==> src/rtl/baud_gen_pkg.sv <==
// Shared types, constants and helpers for the programmable baud generator.
package baud_gen_pkg;

  // Width of the oversample slot index presented to uart_rx.
  localparam int unsigned OVS_IDX_W  = 4;
  localparam int unsigned CFG_DIV_W  = 20;
  localparam int unsigned CFG_FRAC_W = 4;

  // Divisor as written by the register block.
  typedef struct packed {
    logic [CFG_DIV_W-1:0]  div;
    logic [CFG_FRAC_W-1:0] frac;
  } baud_cfg_t;

  // Divisor reload handshake states.
  typedef enum logic [1:0] {
    StIdle,
    StPend,
    StDone
  } cfg_state_e;

  // Clocks per rx tick minus one for a given clock, baud rate and oversample factor.
  function automatic int unsigned default_div(input int unsigned freq,
                                              input int unsigned baud,
                                              input int unsigned ovs);
    return (freq / (baud * ovs)) - 1;
  endfunction

endpackage

==> src/rtl/baud_tick_div.sv <==
// Loadable rx tick divider. Optional fractional stretch under BAUD_GEN_FRAC_EN.
module baud_tick_div #(
  parameter int unsigned      DIV_W   = 20,
  parameter int unsigned      FRAC_W  = 4,
  parameter logic [DIV_W-1:0] DIV_RST = '0
) (
  input  logic              clk,
  input  logic              rst,
  input  logic              enable,
  input  logic              load,
  input  logic [DIV_W-1:0]  load_div,
  input  logic [FRAC_W-1:0] load_frac,
  output logic              tick_now,
  output logic              tick
);
  import baud_gen_pkg::*;

  logic [DIV_W-1:0] cnt_q, cnt_d, div_q, div_d;
  logic             run_q, tick_q;
  logic             counting, at_end, stretch;

  // run_q delays counting by one clock so the first tick lands div+1 clocks after enable.
  assign counting = enable && run_q;
  assign at_end   = counting && (cnt_q == div_q);

`ifdef BAUD_GEN_FRAC_EN
  logic [FRAC_W-1:0] frac_q, frac_d, acc_q, acc_d;
  logic              stretch_q, stretch_d;

  assign stretch = stretch_q;

  // Accumulate the fraction at each tick; a carry holds the counter one extra clock.
  always_comb begin
    frac_d    = frac_q;
    acc_d     = acc_q;
    stretch_d = stretch_q;
    if (!enable) begin
      acc_d     = '0;
      stretch_d = 1'b0;
    end else if (at_end) begin
      if (stretch_q) begin
        stretch_d = 1'b0;
      end else begin
        {stretch_d, acc_d} = {1'b0, acc_q} + {1'b0, frac_q};
      end
    end
    if (load) begin
      frac_d    = load_frac;
      acc_d     = '0;
      stretch_d = 1'b0;
    end
  end

  // Fractional state registers.
  always_ff @(posedge clk) begin
    if (rst) begin
      frac_q    <= '0;
      acc_q     <= '0;
      stretch_q <= 1'b0;
    end else begin
      frac_q    <= frac_d;
      acc_q     <= acc_d;
      stretch_q <= stretch_d;
    end
  end
`else
  logic unused_frac;
  assign unused_frac = ^load_frac;
  assign stretch     = 1'b0;
`endif

  assign tick_now = at_end && !stretch;

  // Counter next state; a stretched end-of-period simply holds the count.
  always_comb begin
    div_d = load ? load_div : div_q;
    cnt_d = cnt_q;
    if (!enable || tick_now) begin
      cnt_d = '0;
    end else if (counting && !at_end) begin
      cnt_d = cnt_q + {{(DIV_W-1){1'b0}}, 1'b1};
    end
  end

  // Counter, active divisor and registered tick.
  always_ff @(posedge clk) begin
    if (rst) begin
      run_q  <= 1'b0;
      cnt_q  <= '0;
      div_q  <= DIV_RST;
      tick_q <= 1'b0;
    end else begin
      run_q  <= enable;
      cnt_q  <= cnt_d;
      div_q  <= div_d;
      tick_q <= tick_now;
    end
  end

  assign tick = tick_q;

endmodule

==> src/rtl/baud_gen_prog.sv <==
// Runtime-programmable baud tick generator: rx oversample tick, phase-locked tx bit tick,
// divisor reload via valid/ready. Optional fractional divisor: define BAUD_GEN_FRAC_EN.
module baud_gen_prog #(
  parameter int unsigned FREQUENCY  = 10000000,
  parameter int unsigned BAUD_RATE  = 115200,
  parameter int unsigned OVERSAMPLE = 8,
  parameter int unsigned DIV_W      = 20,
  parameter int unsigned FRAC_W     = 4
) (
  input  logic              clk,
  input  logic              rst,
  input  logic              enable,
  input  logic              cfg_valid,
  output logic              cfg_ready,
  input  logic [DIV_W-1:0]  cfg_div,
  input  logic [FRAC_W-1:0] cfg_frac,
  output logic              rx_bd_en,
  output logic              tx_bd_en,
  output logic [3:0]        rx_idx
);
  import baud_gen_pkg::*;

  localparam logic [DIV_W-1:0] DIV0 =
    DIV_W'(default_div(FREQUENCY, BAUD_RATE, OVERSAMPLE));
  localparam logic [OVS_IDX_W-1:0] IDX_LAST = OVS_IDX_W'(OVERSAMPLE - 1);

  cfg_state_e            state_q, state_d;
  logic                  ready_q, load, tick_now, tx_q, tx_d;
  logic [DIV_W-1:0]      sh_div_q;
  logic [FRAC_W-1:0]     sh_frac_q;
  logic [OVS_IDX_W-1:0]  idx_q, idx_d;

  baud_tick_div #(
    .DIV_W   (DIV_W),
    .FRAC_W  (FRAC_W),
    .DIV_RST (DIV0)
  ) u_div (
    .clk       (clk),
    .rst       (rst),
    .enable    (enable),
    .load      (load),
    .load_div  (sh_div_q),
    .load_frac (sh_frac_q),
    .tick_now  (tick_now),
    .tick      (rx_bd_en)
  );

  // Handshake: a pending divisor loads on the next tick edge, or at once while disabled.
  always_comb begin
    state_d = state_q;
    load    = 1'b0;
    unique case (state_q)
      StIdle: if (cfg_valid) state_d = StPend;
      StPend: begin
        if (!enable || tick_now) begin
          load    = 1'b1;
          state_d = StDone;
        end
      end
      StDone:  state_d = StIdle;
      default: state_d = StIdle;
    endcase
  end

  // Handshake state, shadow divisor and registered ready.
  always_ff @(posedge clk) begin
    if (rst) begin
      state_q   <= StIdle;
      ready_q   <= 1'b1;
      sh_div_q  <= '0;
      sh_frac_q <= '0;
    end else begin
      state_q <= state_d;
      ready_q <= (state_d == StIdle);
      if (state_q == StIdle && cfg_valid) begin
        sh_div_q  <= cfg_div;
        sh_frac_q <= cfg_frac;
      end
    end
  end

  // Oversample slot counter; tx tick rides on the rx tick that wraps the slot to 0.
  always_comb begin
    idx_d = idx_q;
    tx_d  = 1'b0;
    if (!enable) begin
      idx_d = '0;
    end else if (tick_now) begin
      if (idx_q == IDX_LAST) begin
        idx_d = '0;
        tx_d  = 1'b1;
      end else begin
        idx_d = idx_q + OVS_IDX_W'(1);
      end
    end
  end

  // Slot index and tx tick registers.
  always_ff @(posedge clk) begin
    if (rst) begin
      idx_q <= '0;
      tx_q  <= 1'b0;
    end else begin
      idx_q <= idx_d;
      tx_q  <= tx_d;
    end
  end

  assign cfg_ready = ready_q;
  assign tx_bd_en  = tx_q;
  assign rx_idx    = idx_q;

endmodule

==> config.mk <==
export PLATFORM = sky130hd
export DESIGN_NAME = baud_gen_prog
export DESIGN_NICKNAME = d
export VERILOG_FILES = /design/src/rtl/baud_gen_pkg.sv /design/src/rtl/baud_tick_div.sv /design/src/rtl/baud_gen_prog.sv
export SDC_FILE = /design/constraint.sdc
export NUM_CORES = 1
export LEC_CHECK = 0
export ABC_CLOCK_PERIOD_IN_PS = 5100
export CORE_ASPECT_RATIO = 0.5
export CORE_MARGIN = 2
export CORE_UTILIZATION = 61
export DETAILED_ROUTE_END_ITERATION = 16
export PLACE_DENSITY_LB_ADDON = 0.1
export SLEW_MARGIN = 10
export SYNTH_ARGS = -nofsm -noshare
export SYNTH_HDL_FRONTEND = slang
export SYNTH_SLANG_ARGS = --single-unit
==> constraint.sdc <==
create_clock -name clk -period 5.1 [get_ports clk]
set_clock_uncertainty 0.15 [all_clocks]
set_input_delay 1.02 -clock clk [delete_from_list [all_inputs] [get_ports clk]]
set_output_delay 1.02 -clock clk [all_outputs]
set_load 0.03 [all_outputs]
# Word level (Yosys, flattened, before mapping)
# Cells that the tools add are included.
[word_totals] input_bits=28 reg_bits=70 wordCells=35 out_inout_bits=7
[classes] muxes=7 reduce_logical=12 n_eq_ne=3 bitwise=2 addsub=2
[ops] op="adder 20 x 1 -> 20 bit (second input constant)" n=1
[ops] op="equality test 20 bit" n=1
[ops] op="adder 4 x 1 -> 4 bit (second input constant)" n=1
[ops] op="equality test 4 x 3 -> 1 bit (second input constant)" n=1
[ops] op="logical AND 1 bit" n=4
[ops] op="logical NOT 2 bit" n=2
[ops] op="2-to-1 mux 2 bit" n=2
[ops] op="2-to-1 mux 4 bit" n=1
[ops] op="case mux 2 bit (2 select lines)" n=1
[ops] op="OR reduction 2 bit" n=2
[ops] op="2-to-1 mux 1 bit" n=3
[ops] op="OR reduction 3 bit" n=1
[ops] op="equality test 2 x 1 -> 1 bit (second input constant)" n=1
[ops] op="logical NOT 1 bit" n=2
[ops] op="NOT 1 bit" n=2
[ops] op="logical OR 1 bit" n=1

# Longest topological paths before layout
# Gate-level depths: netlist of run 1.
[logic_depth] word_depth=6 depth_mapped=7

# By module
# A second synthesis of run 1 with hierarchy kept.
[hier_totals] hier_cells=352 area_unflattened_um2=3141.8
[by_module_without_submodules] module="baud_tick_div" n_inst=1 seq_area_each_um2=840.8 cells_per_inst=215 area_each_um2=1985.7
[by_module_without_submodules] module="baud_gen_prog" n_inst=1 seq_area_each_um2=640.6 cells_per_inst=137 area_each_um2=1156.1

# Worst setup path after synthesis of run 1
# No wires, ideal clock.
[synth_timing] kind="in2reg" start="input port rst" end="register u_div.cnt_q[3]" cell_stages=5 t_arrival_ps=2033 path_buffers=2 path_slack_ps=2800 path_cell_list="nand2b_1 > clkbuf_1 > clkinv_1 > buf_1 > a31o_2"
[synth_between] elab_chain_cells=1
[synth_lines] element="start, declared" line="baud_gen_prog.sv:11" source="input logic rst,"
[synth_lines] element="OR reduction 2 bit (no source line)"
[synth_lines] element="end signal, assigned" line="baud_tick_div.sv:94" source="cnt_q <= cnt_d;"
[synth_lines] element="end, declared" line="baud_tick_div.sv:18" source="logic [DIV_W-1:0] cnt_q, cnt_d, div_q, div_d;"
# No other way between the ends.
# A chain may end at the register's enable or synchronous reset.

# Worst setup path after layout of run 1
[layout_timing] start="input port enable" end="register idx_q[0], in the netlist rx_idx[0]"
[layout_between] elab_chain_cells=2
[layout_lines] element="start, declared" line="baud_gen_prog.sv:12" source="input logic enable,"
[layout_lines] element="NOT 1 bit (no source line) or logical AND 1 bit (tied branches)"
[layout_lines] element="OR reduction 2 bit (no source line) or logical AND 1 bit (tied branches)"
[layout_lines] element="end signal, assigned" line="baud_gen_prog.sv:104" source="idx_q <= idx_d;"
[layout_lines] element="end, declared" line="baud_gen_prog.sv:31" source="logic [OVS_IDX_W-1:0] idx_q, idx_d;"
# Several ways; a longest one is shown, not always the timed one.

==> flow_summary.toml, run 1 <==
[status]
status = "finished, final reports clean"

[timing]
worst_pin_slew_ps = 1010
timing.hold.ws_ps = 308
finalCritPeriodShare = 0.665
finalSetupViolations = 0
setup_tns_ps = 0
drv_slew = 0
rsz0062_at_grt = "false"
clock.fmax_mhz = 295
slew_headroom = 0.317
setup_ws_ps = 1710
period_minus_slack_ps = 3390
final_hold_viol_count = 0

[placed_design]
placed_area_sq_mm = 0.00371
io_buffer_count = 30
post-place-ws_ps = 1400
post-dp-hpwl_um = 5020
gp_congestion = 0.862
dp.cells = 478

[pwr]
ir_drop_mv = 0.168
cell_internal_pwr_mw = 0.850
p_comb_frac = 0.092
p_total_mw = 1.14
leakage_nw = 1.37
switching_share = 0.257
clockPowerShare = 0.408
seq_power_share = 0.500
powerDensity_mw_per_mm2 = 292
p_switching_mw = 0.294

[detailed_routing]
wirelength_um = 7530
drt_first_pass_iters = 4
avgRoutedWirePerCell_um = 15.2
met3_length_um = 629
met2WireLength_um = 3240
via_count = 2878
drt_iter0_drc = 223
drc = 0
final_antenna_net_count = 0
highest_layer = "met4"
via_per_inst = 5.83
drt-met1-wl_um = 3570

[global_route]
antenna_found_initial = 0
grt_overflow_total = 0
track_usage = 0.260
grt_pass1_vias = 2611
grt_pass1_wl_um = 12400
grt_max_degree = 66

[cts]
clock_path_buffers = 2
cts_resized = 0
clk_pin_slew_worst_paths_ps = 80
clk_latency_ps = 360
htreeDepth = 3
cts_root_buf = "clkbuf_8"
cts_sinks = 70
cts_hold_buffers = 0
cts_inserted_buffers = 9
cts_tree = "done"
cts_setup_buffers = 0

[yosys]
syn_inst = 398
yosys.area_share.simple = 0.257
ys.flop_type = "dfxtp_1"
synth_fa_ha_area_frac = 0.00736
syn_area_sq_mm = 0.00340
ys_warn_count = 0
synth_seq_cells = 70
syn_nets = 428
ys_types = 39
synth.yosys.seq_area_share = 0.412
synth_edf_count = 0
synth_mux_area_frac = 0.0883
synth_top_family_by_area = "simple AND/OR/NAND/NOR gates"
synth_area_per_cell_sq_um = 8.55
synthArstFlopShare = 0
synth-xor-area-share = 0.0618
synth_compound_area_frac = 0.133

[finish]
drive_gt1_frac = 0.0641
mostFrequentLayoutCells = "70 x dfxtp_1, 53 x nand2_1, 38 x nand2b_1"
design_area_sq_mm = 0.00392
area_growth_pct = 15.3
n_antenna_cell = 0
final_nets = 446
final_util = 0.723
stdcell_count = 494
final_common_cell = "dfxtp_1"

[worst_setup_path]
end_kind = "register"
cpPeakStageDelay_ps = 610
path_max_fanout = 15
arrival_ps = 3530
cp_cell_sequence = "clkdlybuf4s50_1 > and2_1 > nand3_1 > buf_4 > or4_1 > a21oi_1"
crit_slowest_cell = "clkdlybuf4s50_1"
required_ps = 5240
cp-start-kind = "primary input"
critPathKind = "primary input to register"

[min_path]
hold_path_class = "register to register"

[floorplan]
start_util = 0.628
ios = 35
dieWidth_um = 110
rows = 19
core-area_sq_mm = 0.00542
dieArea_sq_mm = 0.00623
die_y_um = 56.8

[flow_run]
drv_cap = 0
## per-layer routing
| metal | up-vias | GRT usage |
|---|---|---|
| li1 | 1422 | - |
| met1 | 1330 | 0.359 |
| met2 | 110 | 0.379 |
| met3 | 16 | 0.0941 |
| met4 | 0 | 0.0778 |
| met5 | - | 0 |
## Yosys cell counts, types with 2 or more instances
cell,number,area [sq um]
clkbuf_1,22,82.6
nor4_2,3,37.5
nand3b_1,2,15.0
ha_1,2,25.0
or4_1,4,30.0
nand3_1,11,55.1
nor3_1,11,55.1
a2111o_1,2,22.5
o21ai_0,13,65.1
buf_4,3,22.5
a21oi_1,34,170
inv_1,4,15.0
mux2i_1,30,300
nand2_1,53,199
nor4_1,2,12.5
and3_1,5,31.3
a22oi_1,2,15.0
xnor2_1,11,96.3
nor2_1,20,75.1
o211ai_1,10,75.1
nand4_1,9,56.3
and2_1,3,18.8
a31o_2,2,17.5
dfxtp_1,70,1400
a211oi_1,2,15.0
nand2b_1,38,238
o31ai_1,3,22.5
xor2_1,13,114
and4_1,4,35.0
## power groups by stage
stage                     sequential [mW]  clock [mW]  combinational, mW
after floorplan                     0.583           0             0.0701
after global placement              0.584           0              0.102
after detailed placement            0.585           0              0.105
after CTS                           0.572       0.473              0.106
after global routing                0.574       0.494              0.117
final                               0.572       0.467              0.106
## kinds of logic (layout without fill, tap and decap cells)
kind of cell,Yosys count,in the layout
AO/OA/AOI/OAI,73,73
XOR/XNOR,24,24
adder cells (fa/ha/maj),2,2
buffers and inverters,32,55
flip-flops,70,70
multiplexers,30,30
AND/OR/NAND/NOR,167,167
## final cells by class
| class | instances | area, sq um |
|---|---|---|
| Clock buffer | 10 | 138 |
| Inverter | 5 | 18.8 |
| Timing Repair Buffer | 34 | 330 |
| Multi-Input combinational cell | 296 | 1870 |
| Fill cell | 438 | 1500 |
| Sequential cell | 70 | 1400 |
| Tap cell | 73 | 91.3 |
| Clock inverter | 6 | 68.8 |
## final timing paths
check                  from               to  slack, ps  cells past startpoint
max                  enable        rx_idx[0]       1710                      6
min             sh_div_q[3]      sh_div_q[3]        310                      2
max reg2reg  u_div.cnt_q[3]  u_div.div_q[14]       1890                      6
min reg2reg     sh_div_q[3]      sh_div_q[3]        310                      2
## registers in the layout, indices dropped and copies added (netlist names)
register and cells:
cfg_ready 1, rx_idx 4, u_div.tick 1, u_div.div_q 20, u_div.cnt_q 20, sh_div_q 20
u_div.run_q 1, tx_bd_en 1, state_q 2
## worst max-delay path, delay by kind of cell
kind | cells | cell delay [ps]
AND/OR/NAND/NOR | 3 | 1420
buffers and inverters | 2 | 950
AO/OA/AOI/OAI | 1 | 140
No activity file was read; power rests on OpenSTA's default activity.
==> run 2, diff against run 1 <==
--- a/config.mk
+++ b/config.mk
@@ -5,10 +5,10 @@
 export SDC_FILE = /design/constraint.sdc
 export NUM_CORES = 1
 export LEC_CHECK = 0
-export ABC_CLOCK_PERIOD_IN_PS = 5100
+export ABC_CLOCK_PERIOD_IN_PS = 3300
 export CORE_ASPECT_RATIO = 0.5
 export CORE_MARGIN = 2
-export CORE_UTILIZATION = 61
+export CORE_UTILIZATION = 56
 export DETAILED_ROUTE_END_ITERATION = 16
 export PLACE_DENSITY_LB_ADDON = 0.1
 export SLEW_MARGIN = 10
==> constraint.sdc (replaced) <==
create_clock -name clk -period 3.3 [get_ports clk]
set_clock_uncertainty 0.15 [all_clocks]
set_input_delay 0.66 -clock clk [delete_from_list [all_inputs] [get_ports clk]]
set_output_delay 0.66 -clock clk [all_outputs]
set_load 0.03 [all_outputs]
==> run 2 against run 1 <==
  * Final area rose by 4.2%
  * Register-to-register slack got worse by 1100 ps
  * Power rose by 89%
  * Clock-buffer cell count rose by 1
  * Via count rose by 0.45%
  * Critical path depth rose by 1
  * Largest power group is now the clock network
  * Cell count rose by 0.61%
  * Combinational power rose by 55%
  * Core utilization fell by 0.12 points
  * Largest cell class unchanged
  * Setup slack got worse by 920 ps
  * Sequential share of layout area fell by 1.4 points
  * Non-clock buffer count rose by 3
  * Critical endpoint is now u_div.div_q[18]
==> flow_summary.toml, run 2 (synthesized netlist as in run 1, its figures left out) <==
[global_route]
grt_pass1_vias = 2692
track_usage = 0.242
gr-usage-met2 = 0.365
grt_use_met1 = 0.341
use_met3 = 0.0624
grt_pass1_wl_um = 12800
antenna_found_initial = 0
grt_max_degree = 65
grt_busiest_layer = "met2"
grt_overflow_total = 0

[worst_setup_path]
cp.depth = 7
path_max_fanout = 31
arrival_ps = 2610
crit_slowest_cell = "dfxtp_1"
end_kind = "register"
crit_path_start = "u_div.cnt_q[3]"
r2r_cells = 7
cp-start-kind = "register"
crit_buf_inv = 2
critPathKind = "register to register"
worstReg2RegStart = "u_div.cnt_q[3]"
required_ps = 3400
crit_top_cell = "buf_4"
cpPeakStageDelay_ps = 470
crit_family = "buffers and inverters"
rr_endpoint = "u_div.div_q[18]"
cp_cell_sequence = "xor2_1 > nor4_2 > nand3_2 > buf_4 > o32ai_4 > buf_4 > mux2i_1"
rrSetupSlack_ps = 790
crit_end = "u_div.div_q[18]"

[detailed_routing]
drc = 0
via_per_inst = 5.82
drt_first_pass_iters = 4
wirelength_um = 7660
via_count = 2891
drt_iter0_drc = 196
avgRoutedWirePerCell_um = 15.4
final_antenna_net_count = 0

[finish]
mostFrequentLayoutCells = "70 x dfxtp_1, 53 x nand2_1, 38 x nand2b_1"
design_area_sq_mm = 0.00409
n_antenna_cell = 0
largestRegisters = "sh_div_q: 20 flops, u_div.cnt_q: 20 flops, u_div.div_q: 20 flops"
drive_gt1_frac = 0.0684
area_growth_pct = 20.1
final_common_cell = "dfxtp_1"
final_nets = 449

[pwr]
powerDensity_mw_per_mm2 = 530
leakage_nw = 1.45
p_total_mw = 2.17
ir_drop_mv = 0.286

[placed_design]
placed_area_sq_mm = 0.00374
post-place-ws_ps = 503
io_buffer_count = 30
post-dp-hpwl_um = 5230
gp_congestion = 0.872

[timing]
period_minus_slack_ps = 2510
drv_slew = 0
finalSetupViolations = 0
final_hold_viol_count = 0
rsz0062_at_grt = "false"
setup_tns_ps = 0
finalCritPeriodShare = 0.760
clock.fmax_mhz = 399
slew_headroom = 0.423
worst_pin_slew_ps = 862
setup_ws_ps = 793

[floorplan]
die_y_um = 59.1
start_util = 0.601
core-area_sq_mm = 0.00566
rows = 19
ios = 35
dieWidth_um = 114
dieArea_sq_mm = 0.00675

[cts]
cts_setup_buffers = 0
cts_root_buf = "clkbuf_16"
htreeDepth = 3
clk_pin_slew_worst_paths_ps = 60
clk_latency_ps = 330
clock_path_buffers = 2
cts_hold_buffers = 0
cts_resized = 0
cts_inserted_buffers = 9
cts_sinks = 70
cts_tree = "done"

[flow_run]
drv_cap = 0

[min_path]
hold_path_class = "register to register"
holdPathStages = 2
min_from = "sh_div_q[10]"

[status]
status = "finished, final reports clean"
[run 2: cell count changes in the layout (fill, tap and decap cells not counted)]
cell / previous run / this run
inv_6: 2 / 0
clkbuf_1: 0 / 1
clkbuf_8: 10 / 1
clkinv_2: 1 / 0
buf_4: 4 / 7
clkbuf_16: 0 / 9
bufinv_16: 1 / 3
[run 2: layout make-up]
class / count / area, sq um
Clock buffer: 11 / 243
Clock inverter: 5 / 106
Fill cell: 426 / 1570
Inverter: 5 / 18.8
Multi-Input combinational cell: 296 / 1870
Sequential cell: 70 / 1400
Tap cell: 73 / 91.3
Timing Repair Buffer: 37 / 353
[run 2: where the power goes]
group	internal (mW)	switching (mW)	total [mW]
clock	0.760	0.353	1.11
sequential	0.871	0.0170	0.888
combinational	0.0711	0.0933	0.164
total	1.70	0.463	2.17
[run 2: metal layers]
metal	share of wire	wire length (um)	vias up
met2	0.44	3370	100
met4	0.0082	63	0
li1	-	-	1443
met5	0	0	-
met3	0.071	547	8
met1	0.48	3680	1340
[run 2: worst reg2reg max path: stages, from the launching register on]
cell and delay, ps:
dfxtp_1 470, xor2_1 150, nor4_2 380, nand3_2 110
buf_4 250, o32ai_4 290, buf_4 370, mux2i_1 250
[run 2: worst min-delay path by stage]
stage | end | slack (ps)
global route | sh_div_q[17] | 330
floorplan | sh_div_q[0] | 290
detailed placement | sh_div_q[3] | 300
CTS | sh_div_q[3] | 310
global placement | sh_div_q[9] | 300
finish | sh_div_q[10] | 300
[run 2: through the flow]
step / hold slack (ps) / util / instances
floorplan: 287 / - / 398
global placement: 295 / 0.661 / 481
global route: 329 / 0.722 / 497
detailed placement: 298 / 0.661 / 481
CTS: 306 / 0.722 / 497
finish: 303 / 0.722 / 497
==> run 3, diff against run 2 <==
--- a/config.mk
+++ b/config.mk
@@ -5,10 +5,10 @@
 export SDC_FILE = /design/constraint.sdc
 export NUM_CORES = 1
 export LEC_CHECK = 0
-export ABC_CLOCK_PERIOD_IN_PS = 3300
+export ABC_CLOCK_PERIOD_IN_PS = 2100
 export CORE_ASPECT_RATIO = 0.5
 export CORE_MARGIN = 2
-export CORE_UTILIZATION = 56
+export CORE_UTILIZATION = 51
 export DETAILED_ROUTE_END_ITERATION = 16
 export PLACE_DENSITY_LB_ADDON = 0.1
 export SLEW_MARGIN = 10
==> constraint.sdc (replaced) <==
create_clock -name clk -period 2.1 [get_ports clk]
set_clock_uncertainty 0.15 [all_clocks]
set_input_delay 0.42 -clock clk [delete_from_list [all_inputs] [get_ports clk]]
set_output_delay 0.42 -clock clk [all_outputs]
set_load 0.03 [all_outputs]
==> run 3 against run 2 <==
  * Sequential share of layout area shrank 2.5 points
  * Power up 42%
  * Core utilization down 1.2 points
  * Final area grew 8.7%
  * First-iteration DRC count is 2.6% lower
  * Setup slack lost 730 ps
  * Fmax up 23%
  * Hold slack improved by 1.5 ps
  * Global-route usage shrank 0.27 points
  * Largest cell class unchanged
  * Largest power group is now sequential cells
  * Highest routed layer unchanged
==> flow_summary.toml, run 3 (synthesized netlist as in run 1, its figures left out) <==
[worst_setup_path]
cpPeakStageDelay_ps = 350
cp_cell_sequence = "xor2_2 > nor4_2 > nand3_2 > buf_6 > buf_4 > o31ai_1 > a21oi_2"
rr_endpoint = "rx_idx[2]"
rrSetupSlack_ps = 60
worstReg2RegStart = "u_div.div_q[16]"
path_max_fanout = 5
crit_buf_inv = 2
r2r_cells = 7
arrival_ps = 2100
end_kind = "register"
cp.depth = 7
cp-start-kind = "register"
critPathKind = "register to register"
crit_path_start = "u_div.div_q[16]"
required_ps = 2160
crit_family = "simple AND/OR/NAND/NOR gates"
crit_slowest_cell = "o31ai_1"

[cts]
cts_hold_buffers = 0
clk_pin_slew_worst_paths_ps = 50
cts_inserted_buffers = 9
clock_path_buffers = 2
htreeDepth = 3
cts_root_buf = "clkbuf_16"
cts_tree = "done"
clk_latency_ps = 340
cts_sinks = 70

[flow_run]
drv_cap = 0

[floorplan]
rows = 20
dieArea_sq_mm = 0.00738
die_y_um = 61.8
start_util = 0.544
core-area_sq_mm = 0.00626
ios = 35
dieWidth_um = 120

[placed_design]
io_buffer_count = 30
placed_area_sq_mm = 0.00398
post-dp-hpwl_um = 5630
dp.cells = 522
gp_congestion = 0.951

[global_route]
grt_overflow_total = 0
grt_pass1_vias = 2721
grt_max_degree = 65
track_usage = 0.239
antenna_found_initial = 0
grt_pass1_wl_um = 13200

[detailed_routing]
final_antenna_net_count = 0
drt_first_pass_iters = 5
via_per_inst = 5.51
avgRoutedWirePerCell_um = 15.7
drc = 0
via_count = 3019
wirelength_um = 8610
drt_iter0_drc = 191

[finish]
n_antenna_cell = 0
final_nets = 485
fill_cells = 495
final_common_cell = "dfxtp_1"
largestRegisters = "sh_div_q: 20 flops, u_div.cnt_q: 20 flops, u_div.div_q: 20 flops"
area_growth_pct = 30.5
design_area_sq_mm = 0.00444
final_util = 0.710
drive_gt1_frac = 0.174
stdcell_count = 548
mostFrequentLayoutCells = "64 x dfxtp_1, 53 x nand2_1, 38 x nand2b_1"

[status]
status = "finished, final reports clean"

[timing]
clock.fmax_mhz = 490
period_minus_slack_ps = 2040
worst_pin_slew_ps = 527
drv_slew = 0
setup_tns_ps = 0
finalSetupViolations = 0
finalCritPeriodShare = 0.971
slew_headroom = 0.649
timing.hold.ws_ps = 304
rsz0062_at_grt = "true"
final_hold_viol_count = 0

[pwr]
leakage_nw = 1.63
powerDensity_mw_per_mm2 = 693
ir_drop_mv = 0.552

[min_path]
hold_path_class = "register to register"
holdPathEnd = "sh_div_q[4]"
min_from = "sh_div_q[4]"
holdPathStages = 2
-- run 3: where the power goes --
group / internal [mW] / switching, mW / total (mW)
Clock: 0.793 / 0.577 / 1.37
Sequential: 1.37 / 0.0250 / 1.39
Combinational: 0.153 / 0.163 / 0.317
Total: 2.31 / 0.765 / 3.08
-- run 3: through the flow --
step / worst slack, ps / total power [mW]
final: 60.8 / 3.08
after global routing: -71.1 / 3.18
after detailed placement: -147 / 1.71
after floorplan: 75.5 / 1.59
after global placement: -97.1 / 1.70
after CTS: 18.1 / 3.07
-- run 3: worst min-delay path: cells and delay by family (launching register included) --
| kind | cells | cell delay, ps |
|---|---|---|
| compound gates | 1 | 50 |
| simple gates | 1 | 50 |
| flops | 1 | 310 |
-- run 3: layout make-up --
type	instances	area, sq um	area share
repair buffers	73	703	0.158
inverters	5	18.8	0.00423
flip-flops and latches	70	1410	0.318
clock inverters	6	38.8	0.00873
clock buffers	10	229	0.0516
multi-input cells	296	1930	0.434
well taps	88	110	0.0248
-- run 3: how the worst max path moves through the flow --
| stage | to | slack (ps) |
|---|---|---|
| after CTS | rx_idx[0] | 20 |
| final | rx_idx[2] | 60 |
| after floorplan | u_div.cnt_q[18] | 80 |
| after global placement | rx_idx[3] | -100 |
| after detailed placement | rx_idx[3] | -150 |
| after global routing | rx_idx[2] | -70 |
-- run 3: layer usage --
| layer | part of all wire | global-route usage | routed length, um | vias up |
|---|---|---|---|---|
| met5 | 0 | 0 | 0 | - |
| met4 | 0.013 | 0.118 | 108 | 0 |
| met3 | 0.064 | 0.0657 | 548 | 10 |
| met2 | 0.44 | 0.367 | 3780 | 99 |
| met1 | 0.48 | 0.320 | 4170 | 1404 |
| li1 | - | - | - | 1506 |
-- run 3: repair_timing --
| action | CTS | global route |
|---|---|---|
| pin swaps | 1 | 7 |
| endpoints found under the hold margin | 0 | 0 |
| buffers inserted | 2 | 6 |
| cloned | 0 | 2 |
| setup endpoints to repair | 14 | 45 |
| gates resized for setup | 0 | 20 |
